File: config.mk
export PLATFORM = sky130hd
export DESIGN_NAME = voice_allocator
export DESIGN_NICKNAME = d
export VERILOG_FILES = /design/src/rtl/voice_allocator.sv
export SDC_FILE = /design/constraint.sdc
export NUM_CORES = 1
export LEC_CHECK = 0
export ABC_AREA = 1
export CAP_MARGIN = 20
export CORE_MARGIN = 3
export CORE_UTILIZATION = 36
export CTS_BUF_LIST = sky130_fd_sc_hd__clkbuf_16
export CTS_CLUSTER_SIZE = 40
export DETAILED_ROUTE_END_ITERATION = 8
export GPL_TIMING_DRIVEN = 0
export PLACE_DENSITY = 0.62
export SLEW_MARGIN = 0
export SYNTH_ARGS = -nofsm -noshare
export SYNTH_HDL_FRONTEND = slang
export SYNTH_SLANG_ARGS = --single-unit
File: constraint.sdc
create_clock -name clk -period 5.09 [get_ports clk]
set_input_delay 0.7635 -clock clk [delete_from_list [all_inputs] [get_ports clk]]
set_output_delay 0.7635 -clock clk [all_outputs]
set_load 0.05 [all_outputs]
File: src/rtl/voice_allocator.sv
// voice_allocator
// Polyphony scheduler: shares NUM_VOICES oscillator voices among NUM_KEYS keys.
// A round-robin scanner looks at one key per cycle. A press takes a voice:
// retrigger of the voice already playing that key, else the lowest free voice,
// else the oldest sustained voice, else the oldest voice. A release frees the
// voice, or marks it sustained while the sustain pedal is down. The falling
// edge of sustain drops every sustained voice and pauses the scan for a cycle.
//
// Ports
//   clk          system clock
//   rst          asynchronous active-high reset
//   keys         key levels, synchronous to clk, 1 = held
//   sustain      sustain pedal level, synchronous to clk
//   voice_en     per-voice sounding flag
//   voice_key    per-voice key index, voice v in [v*KEY_W +: KEY_W]
//   note_on      per-voice one-cycle pulse on assign/retrigger
//   steal        one-cycle pulse when an assignment displaced an active voice
//   active_count number of sounding voices

module voice_allocator #(
    parameter int NUM_KEYS   = 13,
    parameter int NUM_VOICES = 4,
    parameter int KEY_W      = 4,
    parameter int AGE_W      = 2
) (
    input  logic                        clk,
    input  logic                        rst,
    input  logic [NUM_KEYS-1:0]         keys,
    input  logic                        sustain,
    output logic [NUM_VOICES-1:0]       voice_en,
    output logic [NUM_VOICES*KEY_W-1:0] voice_key,
    output logic [NUM_VOICES-1:0]       note_on,
    output logic                        steal,
    output logic [KEY_W-1:0]            active_count
);

    logic [KEY_W-1:0]      idx_q, idx_d;
    logic [NUM_KEYS-1:0]   key_state_q, key_state_d;
    logic                  sustain_q, sustain_d;
    logic [NUM_VOICES-1:0] voice_en_q, voice_en_d;
    logic [KEY_W-1:0]      voice_key_q [NUM_VOICES];
    logic [KEY_W-1:0]      voice_key_d [NUM_VOICES];
    logic [AGE_W-1:0]      age_q [NUM_VOICES];
    logic [AGE_W-1:0]      age_d [NUM_VOICES];
    logic [NUM_VOICES-1:0] sus_q, sus_d;
    logic [NUM_VOICES-1:0] note_on_q, note_on_d;
    logic                  steal_q, steal_d;
    logic [KEY_W-1:0]      active_count_q, active_count_d;

    logic                  match_found, free_found, sus_found;
    int                    match_v, free_v, sus_v, old_v, target_v;
    logic [AGE_W-1:0]      sus_age, old_age;

    always_comb begin
        idx_d          = idx_q;
        key_state_d    = key_state_q;
        sustain_d      = sustain;
        voice_en_d     = voice_en_q;
        voice_key_d    = voice_key_q;
        age_d          = age_q;
        sus_d          = sus_q;
        note_on_d      = '0;
        steal_d        = 1'b0;
        active_count_d = '0;

        match_found = 1'b0;
        match_v     = 0;
        free_found  = 1'b0;
        free_v      = 0;
        sus_found   = 1'b0;
        sus_v       = 0;
        sus_age     = '0;
        old_v       = 0;
        old_age     = '0;
        target_v    = 0;

        // Candidate search; strict '>' keeps ties on the lowest index.
        for (int v = 0; v < NUM_VOICES; v++) begin
            if (voice_en_q[v] && (voice_key_q[v] == idx_q) && !match_found) begin
                match_found = 1'b1;
                match_v     = v;
            end
            if (!voice_en_q[v] && !free_found) begin
                free_found = 1'b1;
                free_v     = v;
            end
            if (voice_en_q[v] && sus_q[v] && (!sus_found || (age_q[v] > sus_age))) begin
                sus_found = 1'b1;
                sus_v     = v;
                sus_age   = age_q[v];
            end
            if ((v == 0) || (age_q[v] > old_age)) begin
                old_v   = v;
                old_age = age_q[v];
            end
        end

        if (sustain_q && !sustain) begin
            // Pedal lifted: drop all sustained voices; the scan pauses.
            for (int v = 0; v < NUM_VOICES; v++) begin
                if (sus_q[v]) begin
                    voice_en_d[v] = 1'b0;
                    sus_d[v]      = 1'b0;
                end
            end
        end else begin
            idx_d = (idx_q == KEY_W'(NUM_KEYS - 1)) ? '0 : idx_q + KEY_W'(1);

            if (keys[idx_q] && !key_state_q[idx_q]) begin
                key_state_d[idx_q] = 1'b1;
                if (match_found) begin
                    target_v = match_v;
                end else if (free_found) begin
                    target_v = free_v;
                end else if (sus_found) begin
                    target_v = sus_v;
                    steal_d  = 1'b1;
                end else begin
                    target_v = old_v;
                    steal_d  = 1'b1;
                end
                for (int v = 0; v < NUM_VOICES; v++) begin
                    if (v == target_v) begin
                        voice_en_d[v]  = 1'b1;
                        voice_key_d[v] = idx_q;
                        sus_d[v]       = 1'b0;
                        age_d[v]       = '0;
                        note_on_d[v]   = 1'b1;
                    end else if (voice_en_q[v] && (age_q[v] != '1)) begin
                        age_d[v] = age_q[v] + AGE_W'(1);
                    end
                end
            end else if (!keys[idx_q] && key_state_q[idx_q]) begin
                key_state_d[idx_q] = 1'b0;
                // A stolen key has no matching voice and changes nothing.
                if (match_found) begin
                    if (sustain) begin
                        sus_d[match_v] = 1'b1;
                    end else begin
                        voice_en_d[match_v] = 1'b0;
                    end
                end
            end
        end

        for (int v = 0; v < NUM_VOICES; v++) begin
            active_count_d = active_count_d + KEY_W'(voice_en_d[v]);
        end
    end

    always_ff @(posedge clk or posedge rst) begin
        if (rst) begin
            idx_q          <= '0;
            key_state_q    <= '0;
            sustain_q      <= 1'b0;
            voice_en_q     <= '0;
            sus_q          <= '0;
            note_on_q      <= '0;
            steal_q        <= 1'b0;
            active_count_q <= '0;
            for (int v = 0; v < NUM_VOICES; v++) begin
                voice_key_q[v] <= '0;
                age_q[v]       <= '0;
            end
        end else begin
            idx_q          <= idx_d;
            key_state_q    <= key_state_d;
            sustain_q      <= sustain_d;
            voice_en_q     <= voice_en_d;
            sus_q          <= sus_d;
            note_on_q      <= note_on_d;
            steal_q        <= steal_d;
            active_count_q <= active_count_d;
            for (int v = 0; v < NUM_VOICES; v++) begin
                voice_key_q[v] <= voice_key_d[v];
                age_q[v]       <= age_d[v];
            end
        end
    end

    assign voice_en     = voice_en_q;
    assign note_on      = note_on_q;
    assign steal        = steal_q;
    assign active_count = active_count_q;

    for (genvar g = 0; g < NUM_VOICES; g++) begin : g_key_out
        assign voice_key[g*KEY_W +: KEY_W] = voice_key_q[g];
    end

endmodule

==> reports/metrics.cfg <==
[yosys]
ys_warn_count=0
avgSynthCellArea_um2=7.73
ys_ff_latch=58
ys_seq_area_frac=0.381
syn_nets=536
synth_edf_count=0
synth-main-ff-cell=dfrtp_1
synthTopCellsByArea=dfrtp_1 38%, nand2_1 12%, ha_1 8.5%
synthCells=493
netlist_area_um2=3810
async_flop_share=1.00
synth.top_cell.area_share=0.381
netlist.top_cell.by_area=dfrtp_1
synth_cell_types=43

[setup_path]
crit_path_end_kind=flip-flop
worstPathArrival_ps=5070
critPathKind=flip-flop to flip-flop
cp.depth=35
critPathMaxFanout=6
start_kind=flip-flop
regToRegEndpoint=active_count[1]
critPathBufInv=7
critPathLaunch=sus_q[0]
path_common_cell=nand2_1
reg2reg_from=sus_q[0]
reg2reg_slack_ps=220
worst-r2r-cell-count=35
endpoint=active_count[1]
required_ps=5290
cp_top_family=adder cells
slowest_stage=fa_1
cpPeakStageDelay_ps=500

[die]
die_area_um2=11900
die_w_um=109
rows=36
die_h_um=109
coreArea_um2=10000
ios=45
start_util=0.380

[routing]
route.detailed.drc=0
ant_nets=0
drt_first_iter_violations=146
wl_met1_mm=4.74
wl_met3_um=571
wire_per_inst_um=14.8
top_layer_used=met4
drt-total-wl_mm=10.4
route.met2.wl_mm=4.95
drt-vias-per-instance=5.05
routed-via-count=3543
first_pass_iters=4

[layout]
multi_input_area_um2=2080
layout.nets=606
insertedDiodeCount=0
area_delta_synth_final_pct=28.4
finalNonFillerCells=701
register_area_um2=1450
utilization=0.487
final_common_cell=nand2_1
drive_above_1_share=0.178
final_cell_mix=117 x nand2_1, 57 x dfrtp_1, 53 x inv_1
nFillCells=980

[grt]
grt_pass1_wl_mm=16.8
grt_max_degree=36
grt_pass1_vias=3392
overflow=0
grtUsageTotal=0.181
antenna_found_initial=0

[sta]
tns_ps=0
hold_viol_final=0
post-route-min-period_ps=4870
max_freq_mhz=205
worst_clock_skew_ps=8.89
max_slew.worst_pin.slew_ps=660
finalSetupViolations=0
drv_slew=0
slew-limit-headroom=0.560
period_share=0.957

[placement]
dpl.hpwl_mm=7.48
gp_congestion=0.932
place_inst=670
io_buffers=43

[clock_network]
clk_pin_slew_ps=60
root_buffer=clkbuf_16
cts_tree=built
clockBufferDepth=2
htreeDepth=3
insertion_delay_ps=330
cts_sinks=58
postCtsHoldBufs=0
numCtsBuffers=9

[hold_path]
hp-class=flip-flop to flip-flop

[outcome]
outcome=finished clean

[job]
drv_cap=0

## repair_timing
action                                  4_1_cts  5_1_grt
gates resized for setup                       3       24
buffers inserted                              1       14
endpoints found under the setup margin        3        3
pin swaps                                     0       11
## stage by stage
stage	hold WS [ps]	area (um^2)	worst slack, ps
finish	484	4890	220
global route	520	4890	-80.1
CTS	485	4700	45.0
detailed placement	470	4430	-229
global placement	464	4410	-111
floorplan	448	3810	104
## logic make-up after synthesis
kind of cell | synth area share
adder cells (fa/ha/maj) | 0.0906
buffers and inverters | 0.0942
other | 0.000984
flip-flops | 0.381
AO/OA/AOI/OAI | 0.144
AND/OR/NAND/NOR | 0.285
XOR/XNOR | 0.00460
## cell usage after synthesis, types with 2 or more instances
cell type  instances
nand4_1           12
nand2_2            7
ha_1              26
nor3_1             3
inv_2              3
dfrtp_1           58
nand2_4            3
a21oi_1           18
nor2_1            49
o21ai_0           39
o21bai_1           2
o22ai_1            8
nand3_1           28
nand3_2            3
nand2_1          122
clkbuf_1           7
nor2_2             5
buf_6              6
o21ai_2           14
a31oi_1            2
nor2_4             3
inv_1             54
## worst reg2reg max path, delay by kind of cell, from the launching register on
kind / cells / cell delay [ps]
buffers and inverters: 7 / 540
adder cells (fa/ha/maj): 6 / 1890
flip-flops: 1 / 390
AND/OR/NAND/NOR: 14 / 1060
AO/OA/AOI/OAI: 8 / 840
## worst min-delay path by stage
stage          slack (ps)        end      start  cells past startpoint
5_1_grt               520  flip-flop  flip-flop                      2
2_1_floorplan         450  flip-flop  flip-flop                      2
4_1_cts               480  flip-flop  flip-flop                      2
3_5_place_dp          470  flip-flop  flip-flop                      2
3_3_place_gp          460  flip-flop  flip-flop                      2
6_report              480  flip-flop  flip-flop                      2
## per-layer routing
| layer | GRT usage | vias up |
|---|---|---|
| li1 | - | 1763 |
| met1 | 0.243 | 1679 |
| met2 | 0.291 | 87 |
| met3 | 0.0332 | 14 |
| met4 | 0.0676 | 0 |
| met5 | 0 | - |
## layout make-up
class | instances | area share
plain buffers | 16 | 0.0274
clock buffers | 9 | 0.0460
clock inverters | 7 | 0.00792
inverters | 60 | 0.0475
multi-input cells | 359 | 0.425
flip-flops and latches | 58 | 0.297
well taps | 133 | 0.0340
repair buffers | 59 | 0.115
Power is left out: the tool's default activity adds up to more than one toggle a clock period on the data nets, which glitch-free logic cannot reach.
